`config.mk`:
```
export PLATFORM = sky130hd
export DESIGN_NAME = demux1to4_tdm
export DESIGN_NICKNAME = d
export VERILOG_FILES = /design/src/rtl/demux1to4_tdm_pkg.sv /design/src/rtl/demux1to4_tdm_slot_counter.sv /design/src/rtl/demux1to4_tdm.sv
export SDC_FILE = /design/constraint.sdc
export NUM_CORES = 1
export LEC_CHECK = 0
export ABC_CLOCK_PERIOD_IN_PS = 1800
export BUFFER_PORTS_ARGS = -buffer_cell sky130_fd_sc_hd__buf_4
export CORE_MARGIN = 2
export CORE_UTILIZATION = 35
export CTS_CLUSTER_DIAMETER = 200
export DETAILED_ROUTE_END_ITERATION = 10
export PLACE_DENSITY = 0.62
export REMOVE_ABC_BUFFERS = 1
export SYNTH_ARGS = -nofsm -noshare
export SYNTH_HDL_FRONTEND = slang
export SYNTH_HIERARCHICAL = 1
export SYNTH_SLANG_ARGS = --single-unit
export TNS_END_PERCENT = 20
```
`constraint.sdc`:
```
create_clock -name clk -period 1.8 [get_ports clk]
set_input_delay 0 -clock clk [delete_from_list [all_inputs] [get_ports clk]]
set_output_delay 0 -clock clk [all_outputs]
set_load 0.05 [all_outputs]
```
`src/rtl/demux1to4_tdm_pkg.sv`:
```
`default_nettype none
// ============================================================================
// Module   : demux1to4_tdm_pkg
// Brief    : Shared constants and types for the 4-channel TDM demultiplexer.
// Revision : 1.0  initial release
// ============================================================================
package demux1to4_tdm_pkg;

    localparam int SLOT_W = 2;
    localparam int NCH    = 4;

    typedef enum logic {
        ST_HUNT   = 1'b0,
        ST_LOCKED = 1'b1
    } state_t;

    function automatic logic [NCH-1:0] slot_onehot(input logic [SLOT_W-1:0] s);
        logic [NCH-1:0] oh;
        oh    = '0;
        oh[s] = 1'b1;
        return oh;
    endfunction

endpackage
`default_nettype wire

```
`src/rtl/demux1to4_tdm_slot_counter.sv`:
```
`default_nettype none
// ============================================================================
// Module   : demux_slot_counter
// Brief    : Mod-4 slot counter with clear, realign (load-to-1) and enable.
// Revision : 1.0  initial release
// ============================================================================
module demux_slot_counter
    import demux1to4_tdm_pkg::*;
(
    input  logic              clk,
    input  logic              rst,
    input  logic              i_clr,
    input  logic              i_load1,
    input  logic              i_en,
    output logic [SLOT_W-1:0] o_slot
);

    logic [SLOT_W-1:0] r_slot;

    // Clear wins over realign, realign wins over a plain advance.
    always_ff @(posedge clk) begin
        if (rst || i_clr) begin
            r_slot <= '0;
        end else if (i_load1) begin
            r_slot <= SLOT_W'(1);
        end else if (i_en) begin
            r_slot <= r_slot + SLOT_W'(1);
        end
    end

    assign o_slot = r_slot;

endmodule
`default_nettype wire

```
`src/rtl/demux1to4_tdm.sv`:
```
`default_nettype none
// ============================================================================
// Module   : demux1to4_tdm
// Brief    : TDM receive demux: routes samples to 4 channel registers and
//            tracks frame alignment with a HUNT/LOCKED flywheel.
// Revision : 1.0  initial release
// ============================================================================
module demux1to4_tdm
    import demux1to4_tdm_pkg::*;
#(
    parameter int WIDTH           = 4,
    parameter int SYNC_LOSS_LIMIT = 2
) (
    input  logic                 clk,
    input  logic                 reset,
    input  logic                 in_valid,
    input  logic [WIDTH-1:0]     din,
    input  logic                 fsync,
    output logic [4*WIDTH-1:0]   y,
    output logic [3:0]           ch_valid,
    output logic                 frame_done,
    output logic                 locked,
    output logic                 sync_err,
    output logic [1:0]           slot
);

    state_t            r_state;
    logic [2:0]        r_miss_cnt;
    logic [NCH-1:0]    r_ch_valid;
    logic              r_frame_done;
    logic              r_sync_err;
    logic [WIDTH-1:0]  r_y [NCH];

    logic [SLOT_W-1:0] w_slot;
    logic              w_write;
    logic [SLOT_W-1:0] w_wr_idx;
    logic              w_frame_done;
    logic              w_set_err;
    logic              w_cnt_clr;
    logic              w_cnt_load1;
    logic              w_cnt_en;
    state_t            w_next_state;
    logic [2:0]        w_miss_next;
    logic              w_flywheel_ok;

    demux_slot_counter u_slot_counter (
        .clk     (clk),
        .rst     (reset),
        .i_clr   (w_cnt_clr),
        .i_load1 (w_cnt_load1),
        .i_en    (w_cnt_en),
        .o_slot  (w_slot)
    );

    // One more missed sync is tolerated while the miss count stays under the limit.
    assign w_flywheel_ok = ({1'b0, r_miss_cnt} + 4'd1) < 4'(SYNC_LOSS_LIMIT);

    always_comb begin
        w_write      = 1'b0;
        w_wr_idx     = w_slot;
        w_frame_done = 1'b0;
        w_set_err    = 1'b0;
        w_cnt_clr    = 1'b0;
        w_cnt_load1  = 1'b0;
        w_cnt_en     = 1'b0;
        w_next_state = r_state;
        w_miss_next  = r_miss_cnt;
        if (in_valid) begin
            if (r_state == ST_HUNT) begin
                if (fsync) begin
                    w_write      = 1'b1;
                    w_wr_idx     = '0;
                    w_cnt_load1  = 1'b1;
                    w_miss_next  = '0;
                    w_next_state = ST_LOCKED;
                end
            end else if (fsync) begin
                // Good frame start, or early sync realigned onto slot 0.
                w_write     = 1'b1;
                w_wr_idx    = '0;
                w_cnt_load1 = 1'b1;
                w_miss_next = '0;
                w_set_err   = (w_slot != '0);
            end else if (w_slot != '0) begin
                w_write      = 1'b1;
                w_cnt_en     = 1'b1;
                w_frame_done = (w_slot == SLOT_W'(NCH-1));
            end else if (w_flywheel_ok) begin
                w_write     = 1'b1;
                w_wr_idx    = '0;
                w_cnt_load1 = 1'b1;
                w_miss_next = r_miss_cnt + 3'd1;
            end else begin
                w_set_err    = 1'b1;
                w_cnt_clr    = 1'b1;
                w_miss_next  = '0;
                w_next_state = ST_HUNT;
            end
        end
    end

    always_ff @(posedge clk) begin
        if (reset) begin
            r_state      <= ST_HUNT;
            r_miss_cnt   <= '0;
            r_ch_valid   <= '0;
            r_frame_done <= 1'b0;
            r_sync_err   <= 1'b0;
        end else begin
            r_state      <= w_next_state;
            r_miss_cnt   <= w_miss_next;
            r_ch_valid   <= w_write ? slot_onehot(w_wr_idx) : '0;
            r_frame_done <= w_frame_done;
            if (w_set_err) begin
                r_sync_err <= 1'b1;
            end
        end
    end

    for (genvar i = 0; i < NCH; i++) begin : g_ch
        always_ff @(posedge clk) begin
            if (reset) begin
                r_y[i] <= '0;
            end else if (w_write && (w_wr_idx == SLOT_W'(i))) begin
                r_y[i] <= din;
            end
        end
        assign y[i*WIDTH +: WIDTH] = r_y[i];
    end

    assign ch_valid   = r_ch_valid;
    assign frame_done = r_frame_done;
    assign locked     = (r_state == ST_LOCKED);
    assign sync_err   = r_sync_err;
    assign slot       = w_slot;

endmodule
`default_nettype wire

```
# ---- Word-level counts from Yosys, hierarchy flattened
# Memory sizes are Yosys's and may differ from the RTL's.
# Index checks and enable logic that the tools add are counted.
dict set report totals {
  reg_bits 12
  ram_bits 16
  input_bits 8
  n_memories 1
}
dict set report classes {
  n_addsub 3
  n_lt_le_gt_ge 3
  eq_ne 5
  n_mux 55
  n_bitwise 8
  reduce_logical 14
}
# memory depth word_bits read_ports rd_clocked_by_memory_dff wr line
set mem_list {}
lappend mem_list {r_y 4 4 4 0 4 demux1to4_tdm.sv:32} ;# logic [WIDTH-1:0] r_y [NCH];
# operator n
set ops {}
lappend ops {{$mux W1} 39}
lappend ops {{$mux W4} 4}
lappend ops {{$mux W3} 5}
lappend ops {{$mux W2} 6}
lappend ops {{$eq A2 B2 Y1 const B} 3}
lappend ops {{$reduce_bool A2 Y1} 3}
lappend ops {{$logic_and A1 B1 Y1} 5}
lappend ops {{$reduce_or A5 Y1} 1}
lappend ops {{$add A3 B1 Y4 const B} 1}
lappend ops {{$lt A4 B2 Y1 const B} 1}
lappend ops {{$not A1 Y1} 4}
lappend ops {{$or A1 B1 Y1} 4}
lappend ops {{$reduce_or A2 Y1} 2}
lappend ops {{$add A3 B1 Y3 const B} 1}
lappend ops {{$lt A2 B3 Y1 const B} 1}
lappend ops {{$reduce_and A3 Y1} 1}
lappend ops {{$add A2 B1 Y2 const B} 1}
lappend ops {{$demux W1 S2} 1}
lappend ops {{$eq A2 B1 Y1 const B} 1}
lappend ops {{$ge A2 B1 Y1 const B} 1}
lappend ops {{$logic_not A2 Y1} 1}
lappend ops {{$ne A2 B2 Y1 const B} 1}
lappend ops {{$logic_or A1 B1 Y1} 1}

# ---- Longest topological paths before layout
# Gate-level depths: netlist (run 1).
dict set report depth {
  ltp_word 13
  ltp_mapped 6
  depth_no_buf 6
}

# ---- Modules after synthesis
# Netlist (run 1), hierarchy kept.
# module n_inst cells_each area_per_inst_um2 seq_area_each_um2
set modules_own_cells {}
lappend modules_own_cells {demux1to4_tdm 1 95 1096.1 680.7}
lappend modules_own_cells {demux_slot_counter 1 8 92.6 40.0}

# ---- Least setup slack after synthesis (run 1)
# Ideal clock, no wire load.
dict set report synth_timing {
  path_type {reg2reg}
  startpoint {register r_state, in the netlist locked}
  endpoint {memory r_y[0][0] (enable)}
  setup_time_ns 0.361
  arrival_time_ns 1.401
  setup_slack_ns 0.037
  path_stages_with_launch 3
  path_buffers 0
  cell_sequence {dfxtp_1 -> nand4bb_1 -> o21ai_0}
}
# item line
set synth_rtl {}
lappend synth_rtl {{start: declaration} demux1to4_tdm.sv:27} ;# state_t r_state;
lappend synth_rtl {{start signal: assignment} demux1to4_tdm.sv:110} ;# r_state <= w_next_state;
lappend synth_rtl {{end: declaration} demux1to4_tdm.sv:32}

# ---- Worst setup path after layout (run 1)
dict set report layout_timing {
  startpoint {register r_miss_cnt[0]}
  endpoint {register u_slot_counter.r_slot[1], in the netlist u_slot_counter/o_slot[1]}
}
dict set report layout_via {
  elab_chain_len 9
  word_cells_on_any_way 14
}
# item line
set layout_rtl {}
lappend layout_rtl {{start: declaration} demux1to4_tdm.sv:28} ;# logic [2:0] r_miss_cnt;
lappend layout_rtl {{start signal: assignment} demux1to4_tdm.sv:111} ;# r_miss_cnt <= w_miss_next;
lappend layout_rtl {{$add A3 B1 Y4} demux1to4_tdm.sv:56} ;# assign w_flywheel_ok = ({1'b0, r_miss_cnt} + 4'd1) < 4'(SYNC_LOSS_LIMIT);
lappend layout_rtl {{$lt A4 B2 Y1} demux1to4_tdm.sv:56}
lappend layout_rtl {{$mux W1} demux1to4_tdm.sv:88} ;# end else if (w_flywheel_ok) begin
lappend layout_rtl {{$mux W1} demux1to4_tdm.sv:84} ;# end else if (w_slot != '0) begin
lappend layout_rtl {{$mux W1} demux1to4_tdm.sv:77} ;# end else if (fsync) begin
lappend layout_rtl {{$mux W1} demux1to4_tdm.sv:69} ;# if (r_state == ST_HUNT) begin
lappend layout_rtl {{$mux W1} demux1to4_tdm.sv:68} ;# if (in_valid) begin
lappend layout_rtl {{via w_cnt_clr} demux1to4_tdm.sv:39} ;# logic w_cnt_clr;
lappend layout_rtl {{$logic_or A1 B1 Y1} demux1to4_tdm_slot_counter.sv:22} ;# if (rst || i_clr) begin
lappend layout_rtl {{$reduce_or A2 Y1 (no line)} --}
lappend layout_rtl {{end signal: assignment} demux1to4_tdm_slot_counter.sv:27} ;# r_slot <= r_slot + SLOT_W'(1);
lappend layout_rtl {{end: declaration} demux1to4_tdm_slot_counter.sv:18} ;# logic [SLOT_W-1:0] r_slot;
# The timed path passes the listed nets, and every way through them passes these cells.
# A chain may end at the register's enable or synchronous reset.

==> results of run 1 <==
cell type report:
type,instances,area [um2]
Fill cell,338,1760
Multi-Input combinational cell,72,464
Clock buffer,3,22.5
Sequential cell,28,721
Tap cell,46,57.6
Inverter,1,3.75
Timing Repair Buffer,37,283
placed cells by master (no fill, tap or decap), types with 2 or more instances in the layout:
master	netlist	layout
o21ai_0	5	5
buf_4	0	35
dfxtp_1	12	12
edfxtp_1	16	16
or2_0	4	4
dlygate4sd3_1	0	2
and3_1	3	3
o22ai_1	5	5
nand3b_1	3	3
clkbuf_4	0	3
nand2_1	2	2
nand2b_1	8	8
nor2_1	19	19
cells in the mapped netlist:
cell type,count,share of area [%]
a2111oi_2,1,1.3
a21bo_1,1,0.84
a311oi_2,1,1.3
a31o_1,1,0.74
a31oi_1,1,0.53
a31oi_2,1,1.1
a41oi_1,1,0.74
and2_1,1,0.53
and3_1,3,1.6
and3b_1,1,0.74
and4bb_2,1,1.1
clkbuf_1,2,0.63
dfxtp_1,12,20
edfxtp_1,16,40
ha_1,1,1.1
inv_1,1,0.32
nand2_1,2,0.63
nand2b_1,8,4.2
nand3_1,1,0.42
nand3b_1,3,1.9
nand4b_1,1,0.74
nand4bb_1,1,0.95
nor2_1,19,6.0
nor2b_1,2,1.1
nor3_1,1,0.42
nor4b_1,1,0.74
o21a_1,1,0.63
o21ai_0,5,2.1
o21bai_1,1,0.63
o22ai_1,5,2.6
or2_0,4,2.1
or3_1,1,0.53
or4_1,1,0.63
xor2_1,1,0.74
where the power goes:
part	internal [mW]	total, mW	leakage [nW]	switching, mW
combinational	0.0657	0.200	0.343	0.134
sequential	0.698	0.713	0.264	0.0148
clock	0.0786	0.248	0.0138	0.169
total	0.842	1.16	0.621	0.318
flip-flops by register name, summed over array words and instances (netlist names):
register,count
r_y,16
locked,1
u_slot_counter/o_slot,2
sync_err,1
ch_valid,4
r_miss_cnt,3
frame_done,1
kinds of logic after synthesis:
group	after synthesis	synth area share (%)
compound gates	19	12.4
xor+xnor	1	0.737
fa+ha+maj	1	1.05
buf+inv	3	0.947
flops	28	60.6
simple gates	51	24.2
what timing repair did:
item / CTS / global route
hold endpoints to repair: 7 / 0
hold buffers: 2 / 0
resized for setup: 0 / 2
setup endpoints to repair: 0 / 1
layer usage:
layer	vias to the layer above	part of all wire, %
met5	-	0
met4	0	2.0
met3	4	5.1
met2	29	49
met1	448	44
li1	457	-
worst paths after layout:
path                       from                        to  slack, ps  cells after the start
setup / recovery  r_miss_cnt[0]  u_slot_counter/o_slot[1]        150                      5
hold reg to reg        sync_err                  sync_err        520                      2
hold / removal            fsync                  sync_err         40                      3
setup reg to reg  r_miss_cnt[0]  u_slot_counter/o_slot[1]        150                      5
metrics by stage:
step           std cells  setup slack (ps)  cell area [um2]  util [%]
6_report             187               152             1550      46.9
5_1_grt              187              17.9             1550      46.9
3_3_place_gp         182               189             1500      45.4
4_1_cts              187              97.5             1540      46.6
2_1_floorplan        101              37.0             1180         -
3_5_place_dp         182               128             1500      45.4
worst register-to-register path, delay by kind of cell, from the launching register on:
family | cells | cell delay [ps]
flops | 1 | 360
compound gates | 2 | 470
simple gates | 2 | 380
fa+ha+maj | 1 | 350
==> flow_summary.yaml, run 1 <==
outcome:
  status: "complete, no violations"
timing:
  clock.fmax_mhz: 607
  relSlewSlack_pct: 75.7
  slew_viol_final: 0
  whs_ps: 42.6
  rsz0062_at_grt: "false"
  hold_violations: 0
  period_share_pct: 91.6
  tightest_slew_ps: 364
  skew_ps: 5.56
  tns_ps: 0
  period_needed_ps: 1650
  setup-violations-final: 0
global_route:
  grt_pass1_wl_um: 4040
  grt_pass1_vias: 928
  gr-usage-met3_pct: 3.26
  grtUsageMet1_pct: 14.6
  grt_start_max_net_pins: 21
  antenna_found_initial: 0
  grt_use_met2_pct: 23.5
  top_usage_layer: "met2"
  grt_overflow_total: 0
  grt_usage_pct: 13.2
detailed_routing:
  firstDrtPassIters: 4
  drt-total-wl_um: 2440
  wl_per_cell_um: 13.0
  via_per_inst: 5.02
  vias: 938
  drcViolationCount: 0
  ant_nets: 0
  drtIter0Drc: 42
logic_synthesis:
  syn-cell-area_mm2: 0.00119
  yosysSeqAreaShare_pct: 60.6
  yosysUniqueCellTypes: 34
  syn_inst: 103
  synth_seq_cells: 28
  ys_warn_count: 6
  syn_avg_cell_area_um2: 11.5
critical_path:
  crit_type: "reg -> reg"
  critPathMaxFanout: 6
  worst-endpoint-required_ps: 2040
  end_kind: "register"
  path_cells: "ha_1, nor2b_2, a31oi_2, and3_1, a2111oi_2"
  max_stage_delay_ps: 360
  critPathTopFamily: "compound AO/OA/AOI/OAI gates"
  critical_path_buf_inv_count: 0
  startpoint_type: "register"
  arrival_ps: 1880
  crit_path_top_delay_cell: "dfxtp_1"
floorplan:
  initial_utilization_pct: 35.9
  io_pins: 33
  design.die.area_mm2: 0.00388
  num_rows: 21
  die_y_um: 62.3
  die_w_um: 62.3
  core-area_mm2: 0.00331
finish:
  drive_gt1_share_pct: 31.2
  antennaDiodeCount: 0
  syn_to_final_growth_pct: 30.5
  finalNetCount: 152
clock_network:
  clock-root-buffer: "clkbuf_4"
  cts_setup_buffers: 0
  clk_latency_ps: 320
  cts_tree: "yes"
  numCtsBuffers: 3
  cts_max_level: 1
  cts.path.max_buffers: 2
  clock-sinks: 28
  cts.reportedPaths.clkPinSlew_ps: 140
power_and_ir_drop:
  p_per_area_mw_per_mm2: 748
  ir_worst_vdd_v: 0.000261
  p_total_mw: 1.16
  p_leak_nw: 0.621
place:
  place_congestion: 0.799
  place_hpwl_um: 1810
  io_buffers: 32
hold_path:
  hold_class: "in -> reg"
job:
  cap_violations: 0
(Power assumes the default switching activity.)
==> run 2: changes to the inputs <==
--- a/config.mk
+++ b/config.mk
@@ -11,7 +11,7 @@
 export CORE_UTILIZATION = 35
 export CTS_CLUSTER_DIAMETER = 200
 export DETAILED_ROUTE_END_ITERATION = 10
-export PLACE_DENSITY = 0.62
+export PLACE_DENSITY = 0.69
 export REMOVE_ABC_BUFFERS = 1
 export SYNTH_ARGS = -nofsm -noshare
 export SYNTH_HDL_FRONTEND = slang
==> run 2 against run 1 <==
  * Clock-buffer cell count unchanged
  * Core utilization down 0.11 points
  * Routed wire length down 0.41%
  * Critical path type unchanged
==> flow_summary.yaml, run 2 (same netlist as run 1, synthesis figures left out) <==
detailed_routing:
  ant_nets: 0
  firstDrtPassIters: 4
  drcViolationCount: 0
  drt-total-wl_um: 2430
  via_per_inst: 4.81
  wl_per_cell_um: 13.0
  drtIter0Drc: 16
  vias: 899
timing:
  tns_ps: 0
  slew_viol_final: 0
  skew_ps: 11.6
  setup-violations-final: 0
  relSlewSlack_pct: 76.6
  tightest_slew_ps: 348
  clock.fmax_mhz: 616
  timing.final.ws_setup_ps: 178
  period_share_pct: 90.1
  rsz0062_at_grt: "false"
  period_needed_ps: 1620
  hold_violations: 0
clock_network:
  cts.path.max_buffers: 2
  cts_tree: "yes"
  clock-root-buffer: "clkbuf_4"
  cts_max_level: 1
  clk_latency_ps: 330
  numCtsBuffers: 3
  clock-sinks: 28
  cts_setup_buffers: 0
  cts.reportedPaths.clkPinSlew_ps: 150
critical_path:
  critPathMaxFanout: 6
  startpoint_type: "register"
  crit_type: "reg -> reg"
  r2r_slack_ps: 180
  worstRegToRegCells: 5
  critPathCapture: "u_slot_counter/o_slot[1]"
  timing.rr.start: "r_miss_cnt[0]"
  startpoint: "r_miss_cnt[0]"
  r2r_end: "u_slot_counter/o_slot[1]"
  arrival_ps: 1870
  worst-endpoint-required_ps: 2050
  end_kind: "register"
finish:
  syn_to_final_growth_pct: 30.2
  fin_util_pct: 46.7
  antennaDiodeCount: 0
  largest_register_ffs: 16
  final_cell_mix: "buf_4, nor2_1, edfxtp_1"
  drive_gt1_share_pct: 30.5
  regMostFlops: "r_y"
  finalNetCount: 151
  final_common_cell: "buf_4"
  final_cell_area_mm2: 0.00155
floorplan:
  die_y_um: 62.3
  num_rows: 21
  initial_utilization_pct: 35.9
  core-area_mm2: 0.00331
  die_w_um: 62.3
  design.die.area_mm2: 0.00388
  io_pins: 33
place:
  place_hpwl_um: 1780
  place_area_mm2: 0.00149
  io_buffers: 32
  post-place-ws_ps: 164
  place_congestion: 0.790
power_and_ir_drop:
  p_total_mw: 1.17
  clkPwrFrac_pct: 22.1
  switching_power_mw: 0.327
  p_seq_share_pct: 60.8
  p_per_area_mw_per_mm2: 758
  p_leak_nw: 0.619
  ir_worst_vdd_v: 0.000260
  switching_share_pct: 27.9
  p_comb_share_pct: 17.0
  internal_power_mw: 0.845
global_route:
  grt_pass1_wl_um: 3900
  grt_pass1_vias: 855
  grt_overflow_total: 0
  grt_usage_pct: 12.6
  grt_start_max_net_pins: 21
  antenna_found_initial: 0
outcome:
  status: "complete, no violations"
hold_path:
  hold_class: "in -> reg"
job:
  cap_violations: 0
-- run 2: cell count changes in the layout (fill, tap and decap cells not counted) --
cell / before / now
clkinv_1: 0 / 1
buf_4: 35 / 34
-- run 2: how the worst min path moves through the flow --
stage          startpoint       endpoint  cells past startpoint
2_1_floorplan       reset       sync_err                      1
3_3_place_gp     in_valid         locked                      2
3_5_place_dp     in_valid         locked                      2
4_1_cts             fsync  r_miss_cnt[0]                      4
5_1_grt             fsync  r_miss_cnt[0]                      4
6_report            fsync  r_miss_cnt[0]                      4
-- run 2: cell type report --
| class | instances | area [um2] |
|---|---|---|
| Fill cell | 334 | 1760 |
| Sequential cell | 28 | 721 |
| Multi-Input combinational cell | 72 | 464 |
| Timing Repair Buffer | 36 | 275 |
| Tap cell | 46 | 57.6 |
| Clock buffer | 3 | 22.5 |
| Clock inverter | 1 | 3.75 |
| Inverter | 1 | 3.75 |
-- run 2: per-layer routing --
layer	GRT usage [%]	wire length, um	vias up
met5	0	0	-
met4	6.39	22	0
met3	2.36	106	2
met2	20.7	1170	25
met1	15.9	1130	416
li1	-	-	456
-- run 2: worst max-delay path, stage by stage (launching register included) --
cell and delay [ps]:
dfxtp_1 370, ha_1 350, nor2b_2 150, a31oi_2 150
and3_1 220, a2111oi_2 310
-- run 2: power groups by stage --
stage / clock network (mW) / registers (mW) / logic [mW]
detailed placement: 0 / 0.728 / 0.197
global placement: 0 / 0.727 / 0.194
global route: 0.277 / 0.717 / 0.211
CTS: 0.256 / 0.713 / 0.200
finish: 0.260 / 0.713 / 0.200
floorplan: 0 / 0.805 / 0.0465
-- run 2: per-stage QoR --
step	hold WS, ps	instances
6_report	18.8	187
5_1_grt	90.3	187
4_1_cts	18.0	187
3_5_place_dp	263	181
3_3_place_gp	273	181
2_1_floorplan	67.9	101
-- run 2: timing repair --
item | in CTS | in global routing
endpoints found under the setup margin | 0 | 1
hold endpoints to repair | 7 | 0
gates resized for setup | 0 | 2
hold buffers | 2 | 0
==> run 3: changes to the inputs <==
--- a/config.mk
+++ b/config.mk
@@ -8,10 +8,11 @@
 export ABC_CLOCK_PERIOD_IN_PS = 1800
 export BUFFER_PORTS_ARGS = -buffer_cell sky130_fd_sc_hd__buf_4
 export CORE_MARGIN = 2
-export CORE_UTILIZATION = 35
+export CORE_UTILIZATION = 25
 export CTS_CLUSTER_DIAMETER = 200
 export DETAILED_ROUTE_END_ITERATION = 10
-export PLACE_DENSITY = 0.69
+export PLACE_DENSITY = 0.56
+export RECOVER_POWER = 100
 export REMOVE_ABC_BUFFERS = 1
 export SYNTH_ARGS = -nofsm -noshare
 export SYNTH_HDL_FRONTEND = slang
==> run 3 against run 2 <==
  * Routed wire length is 13% higher
  * Die area up 37%
  * Non-clock buffer count decreased by 1
  * Clock power rose by 32%
  * Clock-buffer cell count stayed put
  * Via count grew 6.1%
==> flow_summary.yaml, run 3 (same netlist as run 1, synthesis figures left out) <==
finish:
  antennaDiodeCount: 0
  drive_gt1_share_pct: 13.6
  finalNetCount: 150
  final_common_cell: "clkbuf_1"
  syn_to_final_growth_pct: 25.1
  final_cell_mix: "clkbuf_1, nor2_1, edfxtp_1"
  regMostFlops: "r_y"
  largest_register_ffs: 16
timing:
  setup-violations-final: 0
  whs_ps: 36.8
  clock.fmax_mhz: 602
  relSlewSlack_pct: 58.9
  slew_viol_final: 0
  tightest_slew_ps: 618
  period_needed_ps: 1660
  skew_ps: 1.99
  timing.final.ws_setup_ps: 140
  tns_ps: 0
  period_share_pct: 92.2
  hold_violations: 0
clock_network:
  cts_max_level: 1
  numCtsBuffers: 3
  cts.path.max_buffers: 2
  clock-root-buffer: "clkbuf_8"
  cts_tree: "yes"
  cts.reportedPaths.clkPinSlew_ps: 90
  clk_latency_ps: 270
  clock-sinks: 28
hold_path:
  whs_path_depth: 2
  hold_class: "in -> reg"
place:
  post-place-ws_ps: 105
  place_congestion: 0.686
  place_hpwl_um: 2010
  io_buffers: 32
detailed_routing:
  drtIter0Drc: 62
  via_per_inst: 4.92
  firstDrtPassIters: 4
  wl_per_cell_um: 14.1
  drcViolationCount: 0
  vias: 954
  drt-total-wl_um: 2750
  ant_nets: 0
critical_path:
  worstRegToRegCells: 5
  path_cells: "ha_1, nor2b_2, a31oi_4, and3_4, a2111oi_2"
  critPathMaxFanout: 6
  end_kind: "register"
  crit_path_top_delay_cell: "dfxtp_1"
  crit_type: "reg -> reg"
  startpoint_type: "register"
  worst-endpoint-required_ps: 1970
  arrival_ps: 1830
  max_stage_delay_ps: 350
power_and_ir_drop:
  p_per_area_mw_per_mm2: 832
  p_total_mw: 1.24
  p_leak_nw: 0.521
  ir_worst_vdd_v: 0.000266
floorplan:
  num_rows: 25
  initial_utilization_pct: 25.5
  io_pins: 33
  design.die.area_mm2: 0.00532
  die_y_um: 73.0
  die_w_um: 73.0
  core-area_mm2: 0.00466
global_route:
  antenna_found_initial: 0
  grt_usage_pct: 10.8
  grt_pass1_vias: 879
  grt_overflow_total: 0
  grt_start_max_net_pins: 21
  grt_pass1_wl_um: 4390
job:
  cap_violations: 0
outcome:
  status: "complete, no violations"
-- run 3: cell count changes in the layout (fill, tap and decap cells not counted) --
cell | before | now
buf_4 | 34 | 9
clkbuf_1 | 0 | 25
clkbuf_4 | 3 | 0
clkbuf_8 | 0 | 3
a31oi_2 | 1 | 0
a31oi_4 | 0 | 1
and3_1 | 3 | 2
and3_4 | 0 | 1
dlygate4sd3_1 | 2 | 1
-- run 3: critical path, delay by kind of cell (launching register included) --
family / cells / cell delay [ps]
AOI/OAI and AO/OA: 2 / 470
adders and majority gates: 1 / 350
DFF: 1 / 350
and+or+nand+nor: 2 / 390
-- run 3: final cells by class --
type | count | area [um2]
clock inverter | 1 | 3.75
multi-input combinational | 72 | 478
fill | 500 | 3170
sequential | 28 | 721
inverter | 1 | 3.75
tap | 54 | 67.6
clock buffer | 3 | 41.3
timing repair buffer | 35 | 171
-- run 3: repair_timing --
action	4_1_cts	5_1_grt
endpoints found under the setup margin	0	1
resized for setup	0	4
hold endpoints to repair	1	0
setup buffers	0	0
hold buffers	1	0
-- run 3: stage by stage --
step	area, um2	util, %	instances
detailed placement	1500	32.3	189
global placement	1500	32.3	189
CTS	1560	33.4	194
global route	1490	31.9	194
floorplan	1180	-	101
finish	1490	31.9	194
-- run 3: where the power goes --
group	internal (mW)	switching (mW)	total, mW	leakage, nW
registers	0.698	0.0147	0.712	0.264
logic	0.0454	0.137	0.182	0.234
clock network	0.153	0.190	0.343	0.0231
total	0.896	0.341	1.24	0.521
-- run 3: worst paths after layout --
path | startpoint | slack (ps) | end
worst min register to register | sync_err | 510 | sync_err
worst min-delay path | reset | 40 | sync_err
worst max register to register | r_miss_cnt[0] | 140 | u_slot_counter/o_slot[1]
worst max-delay path | r_miss_cnt[0] | 140 | u_slot_counter/o_slot[1]
-- run 3: layer usage --
layer,wire length [um],vias to the layer above,track usage (%)
li1,-,455,-
met1,1290,457,14.6
met2,1250,40,17.0
met3,184,2,2.07
met4,15,0,4.32
met5,0,-,0
